File: src/rtl/mips_muldiv_seq.sv
// mips_muldiv_seq: multi-cycle MULTU/DIVU sequencer that drives a shared
// MIPS ALU (add/subtract) one step per clock. Multiply is shift-add, divide
// is restoring. Results are written to architectural HI/LO registers.
// The ALU drive (alu_a/alu_b/alu_ctrl) is registered: each cycle it is
// computed from the working-register values being loaded, so it always
// equals the combinational function of acc/q/m that the current step needs.
module mips_muldiv_seq #(
    parameter int WIDTH = 32
) (
    input  logic             clk,
    input  logic             reset,
    input  logic             start,
    input  logic             op,
    input  logic [WIDTH-1:0] opa,
    input  logic [WIDTH-1:0] opb,
    output logic             busy,
    output logic             done,
    output logic             div_by_zero,
    output logic [WIDTH-1:0] hi,
    output logic [WIDTH-1:0] lo,
    output logic [WIDTH-1:0] alu_a,
    output logic [WIDTH-1:0] alu_b,
    output logic [2:0]       alu_ctrl,
    input  logic [WIDTH-1:0] alu_result,
    input  logic             alu_cout
);

    localparam int              CW       = (WIDTH > 1) ? $clog2(WIDTH) : 1;
    localparam logic [CW-1:0]   CNT_LAST = CW'(WIDTH - 1);
    localparam logic [CW-1:0]   CNT_ZERO = {CW{1'b0}};
    localparam logic [CW-1:0]   CNT_ONE  = CW'(1);
    localparam logic [WIDTH-1:0] ZERO    = {WIDTH{1'b0}};
    localparam logic [WIDTH-1:0] ONES    = {WIDTH{1'b1}};
    localparam logic [2:0]      CTRL_ADD = 3'b010;
    localparam logic [2:0]      CTRL_SUB = 3'b110;

    typedef enum logic [1:0] {
        IDLE = 2'b00,
        MUL  = 2'b01,
        DIV  = 2'b10,
        FIN  = 2'b11
    } state_t;

    // Restoring-divide partial remainder shifted left by one with the next
    // dividend bit brought in from the top of q.
    function automatic logic [WIDTH-1:0] div_shift(input logic [WIDTH-1:0] a,
                                                   input logic [WIDTH-1:0] b);
        div_shift = {a[WIDTH-2:0], b[WIDTH-1]};
    endfunction

    state_t           state_r;
    logic [WIDTH-1:0] acc_r;
    logic [WIDTH-1:0] q_r;
    logic [WIDTH-1:0] m_r;
    logic [WIDTH-1:0] opa_cap_r;
    logic [CW-1:0]    cnt_r;
    logic             busy_r;
    logic             done_r;
    logic             dbz_r;
    logic [WIDTH-1:0] hi_r;
    logic [WIDTH-1:0] lo_r;
    logic [WIDTH-1:0] alu_a_r;
    logic [WIDTH-1:0] alu_b_r;
    logic [2:0]       alu_ctrl_r;

    logic [WIDTH-1:0] mul_s_s;
    logic             mul_c_s;
    logic [WIDTH-1:0] div_sh_s;
    logic             div_qb_s;
    logic [WIDTH-1:0] acc_step_s;
    logic [WIDTH-1:0] q_step_s;
    logic [WIDTH-1:0] next_a_s;

    // One iteration of the current algorithm, using the ALU's answer.
    always_comb begin
        mul_s_s    = q_r[0] ? alu_result : acc_r;
        mul_c_s    = q_r[0] ? alu_cout : 1'b0;
        div_sh_s   = div_shift(acc_r, q_r);
        div_qb_s   = acc_r[WIDTH-1] | alu_cout;
        acc_step_s = acc_r;
        q_step_s   = q_r;
        case (state_r)
            MUL: begin
                acc_step_s = {mul_c_s, mul_s_s[WIDTH-1:1]};
                q_step_s   = {mul_s_s[0], q_r[WIDTH-1:1]};
            end
            DIV: begin
                acc_step_s = div_qb_s ? alu_result : div_sh_s;
                q_step_s   = {q_r[WIDTH-2:0], div_qb_s};
            end
            default: begin
                acc_step_s = acc_r;
                q_step_s   = q_r;
            end
        endcase
        if (state_r == DIV) begin
            next_a_s = div_shift(acc_step_s, q_step_s);
        end else begin
            next_a_s = acc_step_s;
        end
    end

    // Sequencer FSM, working registers, HI/LO and registered ALU drive.
    always_ff @(posedge clk or posedge reset) begin
        if (reset) begin
            state_r    <= IDLE;
            acc_r      <= ZERO;
            q_r        <= ZERO;
            m_r        <= ZERO;
            opa_cap_r  <= ZERO;
            cnt_r      <= CNT_ZERO;
            busy_r     <= 1'b0;
            done_r     <= 1'b0;
            dbz_r      <= 1'b0;
            hi_r       <= ZERO;
            lo_r       <= ZERO;
            alu_a_r    <= ZERO;
            alu_b_r    <= ZERO;
            alu_ctrl_r <= CTRL_ADD;
        end else begin
            done_r <= 1'b0;
            case (state_r)
                IDLE: begin
                    if (start) begin
                        acc_r     <= ZERO;
                        cnt_r     <= CNT_ZERO;
                        opa_cap_r <= opa;
                        busy_r    <= 1'b1;
                        if (!op) begin
                            state_r    <= MUL;
                            q_r        <= opb;
                            m_r        <= opa;
                            dbz_r      <= 1'b0;
                            alu_a_r    <= ZERO;
                            alu_b_r    <= opa;
                            alu_ctrl_r <= CTRL_ADD;
                        end else if (opb != ZERO) begin
                            state_r    <= DIV;
                            q_r        <= opa;
                            m_r        <= opb;
                            dbz_r      <= 1'b0;
                            alu_a_r    <= div_shift(ZERO, opa);
                            alu_b_r    <= opb;
                            alu_ctrl_r <= CTRL_SUB;
                        end else begin
                            state_r    <= FIN;
                            q_r        <= opa;
                            m_r        <= opb;
                            dbz_r      <= 1'b1;
                            alu_a_r    <= ZERO;
                            alu_b_r    <= ZERO;
                            alu_ctrl_r <= CTRL_ADD;
                        end
                    end else begin
                        busy_r     <= 1'b0;
                        alu_a_r    <= ZERO;
                        alu_b_r    <= ZERO;
                        alu_ctrl_r <= CTRL_ADD;
                    end
                end
                MUL, DIV: begin
                    acc_r <= acc_step_s;
                    q_r   <= q_step_s;
                    cnt_r <= cnt_r + CNT_ONE;
                    if (cnt_r == CNT_LAST) begin
                        state_r    <= FIN;
                        alu_a_r    <= ZERO;
                        alu_b_r    <= ZERO;
                        alu_ctrl_r <= CTRL_ADD;
                    end else begin
                        alu_a_r <= next_a_s;
                        alu_b_r <= m_r;
                    end
                end
                FIN: begin
                    if (dbz_r) begin
                        hi_r <= opa_cap_r;
                        lo_r <= ONES;
                    end else begin
                        hi_r <= acc_r;
                        lo_r <= q_r;
                    end
                    state_r    <= IDLE;
                    busy_r     <= 1'b0;
                    done_r     <= 1'b1;
                    alu_a_r    <= ZERO;
                    alu_b_r    <= ZERO;
                    alu_ctrl_r <= CTRL_ADD;
                end
                default: begin
                    state_r    <= IDLE;
                    busy_r     <= 1'b0;
                    alu_a_r    <= ZERO;
                    alu_b_r    <= ZERO;
                    alu_ctrl_r <= CTRL_ADD;
                end
            endcase
        end
    end

    assign busy        = busy_r;
    assign done        = done_r;
    assign div_by_zero = dbz_r;
    assign hi          = hi_r;
    assign lo          = lo_r;
    assign alu_a       = alu_a_r;
    assign alu_b       = alu_b_r;
    assign alu_ctrl    = alu_ctrl_r;

endmodule

File: config.mk
export PLATFORM = sky130hd
export DESIGN_NAME = mips_muldiv_seq
export DESIGN_NICKNAME = d
export VERILOG_FILES = /design/src/rtl/mips_muldiv_seq.sv
export SDC_FILE = /design/constraint.sdc
export NUM_CORES = 1
export LEC_CHECK = 0
export BUFFER_PORTS_ARGS = -buffer_cell sky130_fd_sc_hd__buf_2
export CAP_MARGIN = 20
export CORE_MARGIN = 4
export CORE_UTILIZATION = 47
export DETAILED_ROUTE_END_ITERATION = 8
export PLACE_DENSITY = 0.83
export SKIP_CTS_REPAIR_TIMING = 1
export SYNTH_ARGS = -nofsm -noshare
export SYNTH_HDL_FRONTEND = slang
export SYNTH_SLANG_ARGS = --single-unit
export TNS_END_PERCENT = 1
File: constraint.sdc
create_clock -name clk -period 8.4 [get_ports clk]
set_clock_uncertainty 0.15 [all_clocks]
set_input_delay 0.42 -clock clk [delete_from_list [all_inputs] [get_ports clk]]
set_output_delay 0.42 -clock clk [all_outputs]
set_load 0.03 [all_outputs]
==> results.tsv <==
stage	metric	value	unit
yosys	Post-Syn Area per Cell	11.01	um2
finish	most frequent cells in the layout	dfrtp_1 (266), buf_2 (231), nor2_1 (163), mux2i_1 (97), a21oi_1 (71)	
yosys	flops & latches, synth	267	
setup_path	worst setup path class	reg2reg	
detailed_routing	WL/cell	21.25	um
sta	unrepaired setup endpoints after global routing	no	
cts	worst skew pair latency	0.54	ns
power	switch share	44.94	%
yosys	compound-gate portion of the synthesized area	20.64	%
hold_path	hold path depth	2	
grt	Tot GR Track Use	23.52	%
placed_design	gpl congestion	0.8364	
detailed_routing	DRC violations left	0	
sta	Setup Total Neg Slack	0	ns
detailed_routing	Via density	5.964	
setup_path	kind of end point of the critical path	flop	
power	Clk network pwr share	18.7	%
yosys	count of cell types in the netlist	45	
yosys	number of synthesized flops with an enable pin	0	
yosys	xor and xnor area share after synthesis	0.06571	%
sta	Final Slew Violations	0	
power	Net Switching	3210	uW
cts	clock transition at the registers of the reported paths	0.06	ns
grt	initial antenna violation count	5	
yosys	Post-synth ARST share	100.0	%
cts	TritonCTS clock tree	yes	
yosys	net count after synthesis	1319	
setup_path	Largest stage delay, worst path	0.72	ns
grt	global route overflow	0	
power	Reg power frac	33.1	%
power	Pwr Total	7142	uW
finish	post-layout util	56.28	%
setup_path	Crit path arrival time	3.89	ns
die	I/O pin total	235	
run_status	failing checks	hold timing	
sta	Hold Slack	-0.007235	ns
die	Starting Density	47.85	%
detailed_routing	drt first pass iters	5	
sta	Max transition margin	27.58	%
setup_path	slowest CP cell	buf_4	
run	Max Cap Viol	0	
yosys	top_reg_cell synth	dfrtp_1	
finish	Layout Nets	1494	
yosys	Simple-Gate Fraction of Synth Area	8.317	%
sta	min cycle time layout	3.605	ns
hold_path	Hold Crit Class	in2reg	
yosys	Syn Inst Count	1211	
sta	period utilization	42.91	%
setup_path	CP startpoint kind	flop	
detailed_routing	post-route ant nets	0	
yosys	Mapped Area	13330	um2
die	DIE WIDTH	176.4	um
yosys	post-synthesis adder-cell area fraction	0.6571	%
finish	commonest non-fill, non-tap cell in the layout	dfrtp_1	
detailed_routing	WL final	38.04	mm
placed_design	PortBufs	232	
sta	Fmax	277.4	MHz
cts	Root Buffer	clkbuf_16	
placed_design	Inst Count DP	1731	
die	core area	27860	um2
finish	layout cells sized above 1	30.68	%
power	combinational group share of total power	48.3	%
grt	largest net degree at the start of global routing	159	
setup_path	worst reg2reg path depth	7	
yosys	sequential-to-total area share from yosys stat	50.13	%
die	Die H	176.4	um
die	Core Rows	61	
power	Leak	0.007482	uW
die	DIE AREA	31120	um2
placed_design	DP HPWL	25.68	mm
placed_design	pre-CTS setup slack	4.894	ns
sta	final worst setup slack	4.796	ns
cts	worst-case clock buffer depth	3	
power	Power per Cell Area	455.6	nW/um2
finish	Area Growth Syn to Fin	17.62	%
run_status	status	complete, but fails checks	
cts	CTS Buf Count	29	
yosys	synth warn	0	
setup_path	Critical Path, Cell by Cell	inv_1, ha_2, buf_4, and2_2, buf_4, a211oi_1, a211oi_1	
detailed_routing	initial DRC count	848	
sta	Worst Tran Pin Value	1.084	ns
sta	final setup violation count	0	
grt	vias in the first global route	10490	
detailed_routing	routed via count	10680	
finish	FILL cells	2324	
finish	non-filler cells, final	1790	
yosys	post-synthesis mux area share	16.04	%
grt	first-pass GRT wire length	59.20	mm
power	P_int	3932	uW
power	Max IR drop VDD	0.3133	mV
cts	CTS H-tree lvls	1	
yosys	main combinational cell family by area after synthesis	compound AO/OA/AOI/OAI gates	
cts	clock sink total	267	
setup_path	WP data required	8.68	ns
sta	Final Hold Viols	1	
setup_path	Critical Path Fanout Max	73	
-- power by group through the flow --
stage / combinational (uW) / sequential (uW) / clock (uW)
detailed placement: 3420 / 2360 / 0
floorplan: 2090 / 2760 / 0
global route: 3730 / 2420 / 1400
global placement: 3300 / 2350 / 0
CTS: 3440 / 2350 / 1350
finish: 3450 / 2360 / 1330
-- cells in the mapped netlist, drive strengths merged (2+ instances only) --
master | n | area, um2
nor2b | 30 | 187.7
a22o | 5 | 43.79
inv | 7 | 26.28
conb | 2 | 7.510
a21o | 65 | 488.0
o31ai | 3 | 22.52
nor2 | 166 | 630.6
mux2 | 95 | 1167
a22oi | 58 | 435.4
o21ai | 34 | 170.2
nand2 | 43 | 161.4
ha | 7 | 87.58
nor3 | 2 | 10.01
a211oi | 58 | 440.4
buf | 55 | 324.1
nand2b | 3 | 18.77
a21oi | 72 | 360.4
a31oi | 3 | 18.77
a221oi | 59 | 679.4
clkbuf | 52 | 195.2
dfrtp | 267 | 6681
nand4 | 3 | 18.77
mux2i | 97 | 970.9
and3 | 3 | 18.77
nor4 | 8 | 50.05
o22ai | 2 | 12.51
-- per-layer routing --
metal	track usage, %	part of all wire (%)	up-vias
li1	-	-	4800
met1	32.81	42	5292
met2	38.21	47	509
met3	4.047	7.5	73
met4	6.673	3.0	2
met5	0	0.042	-
-- sequential cells by signal, summed over array words and instances (netlist names) --
| register | cells |
|---|---|
| acc_r | 32 |
| alu_a | 32 |
| alu_b | 32 |
| hi | 32 |
| lo | 32 |
| m_r | 32 |
| opa_cap_r | 32 |
| q_r | 32 |
| cnt_r | 5 |
| state_r | 2 |
| alu_ctrl | 1 |
| busy | 1 |
| div_by_zero | 1 |
| done | 1 |
-- critical path, delay by kind of cell (launching register included) --
kind | cells | cell delay (ns)
AND/OR/NAND/NOR | 1 | 0.68
buffers and inverters | 3 | 1.38
AO/OA/AOI/OAI | 2 | 0.45
adder cells (fa/ha/maj) | 1 | 0.34
flip-flops | 1 | 0.45
-- final timing paths --
| path | start | end | slack [ns] |
|---|---|---|---|
| max | state_r[0]$_DFFE_PP0P_ | alu_a[20]$_DFF_PP0_ | 4.80 |
| min | opa[7] | opa_cap_r[7]$_DFFE_PP0P_ | -0.007 |
| max reg2reg | state_r[0]$_DFFE_PP0P_ | alu_a[20]$_DFF_PP0_ | 4.80 |
| min reg2reg | m_r[19]$_DFFE_PP0P_ | alu_b[19]$_DFF_PP0_ | 0.32 |
| max in group asynchronous | reset | alu_a[23]$_DFF_PP0_ | 6.07 |
| min in group asynchronous | reset | alu_b[18]$_DFF_PP0_ | 0.33 |
-- cell type report --
class	count	area [um2]	area share (%)
Multi-Input combinational cell	830	6150	39.23
Clock inverter	11	157.7	1.006
Antenna cell	4	10.01	0.06385
Tap cell	378	473.0	3.017
Clock buffer	42	834.6	5.323
Sequential cell	267	6683	42.63
Inverter	7	33.78	0.2155
Timing Repair Buffer	251	1336	8.524
-- logic make-up after synthesis --
| kind of cell | after synthesis |
|---|---|
| other | 2 |
| AO/OA/AOI/OAI | 368 |
| AND/OR/NAND/NOR | 260 |
| buffers and inverters | 114 |
| XOR/XNOR | 1 |
| flip-flops | 267 |
| multiplexers | 192 |
| adder cells (fa/ha/maj) | 7 |
-- metrics by stage --
stage / hold slack (ns) / area (um2)
6_report: -0.007235 / 15680
5_1_grt: 0.003531 / 15680
4_1_cts: -0.02220 / 15630
3_5_place_dp: 0.3089 / 14640
3_3_place_gp: 0.3085 / 14620
2_1_floorplan: 0.2990 / 13330
Power figures use the tool's default switching activity.
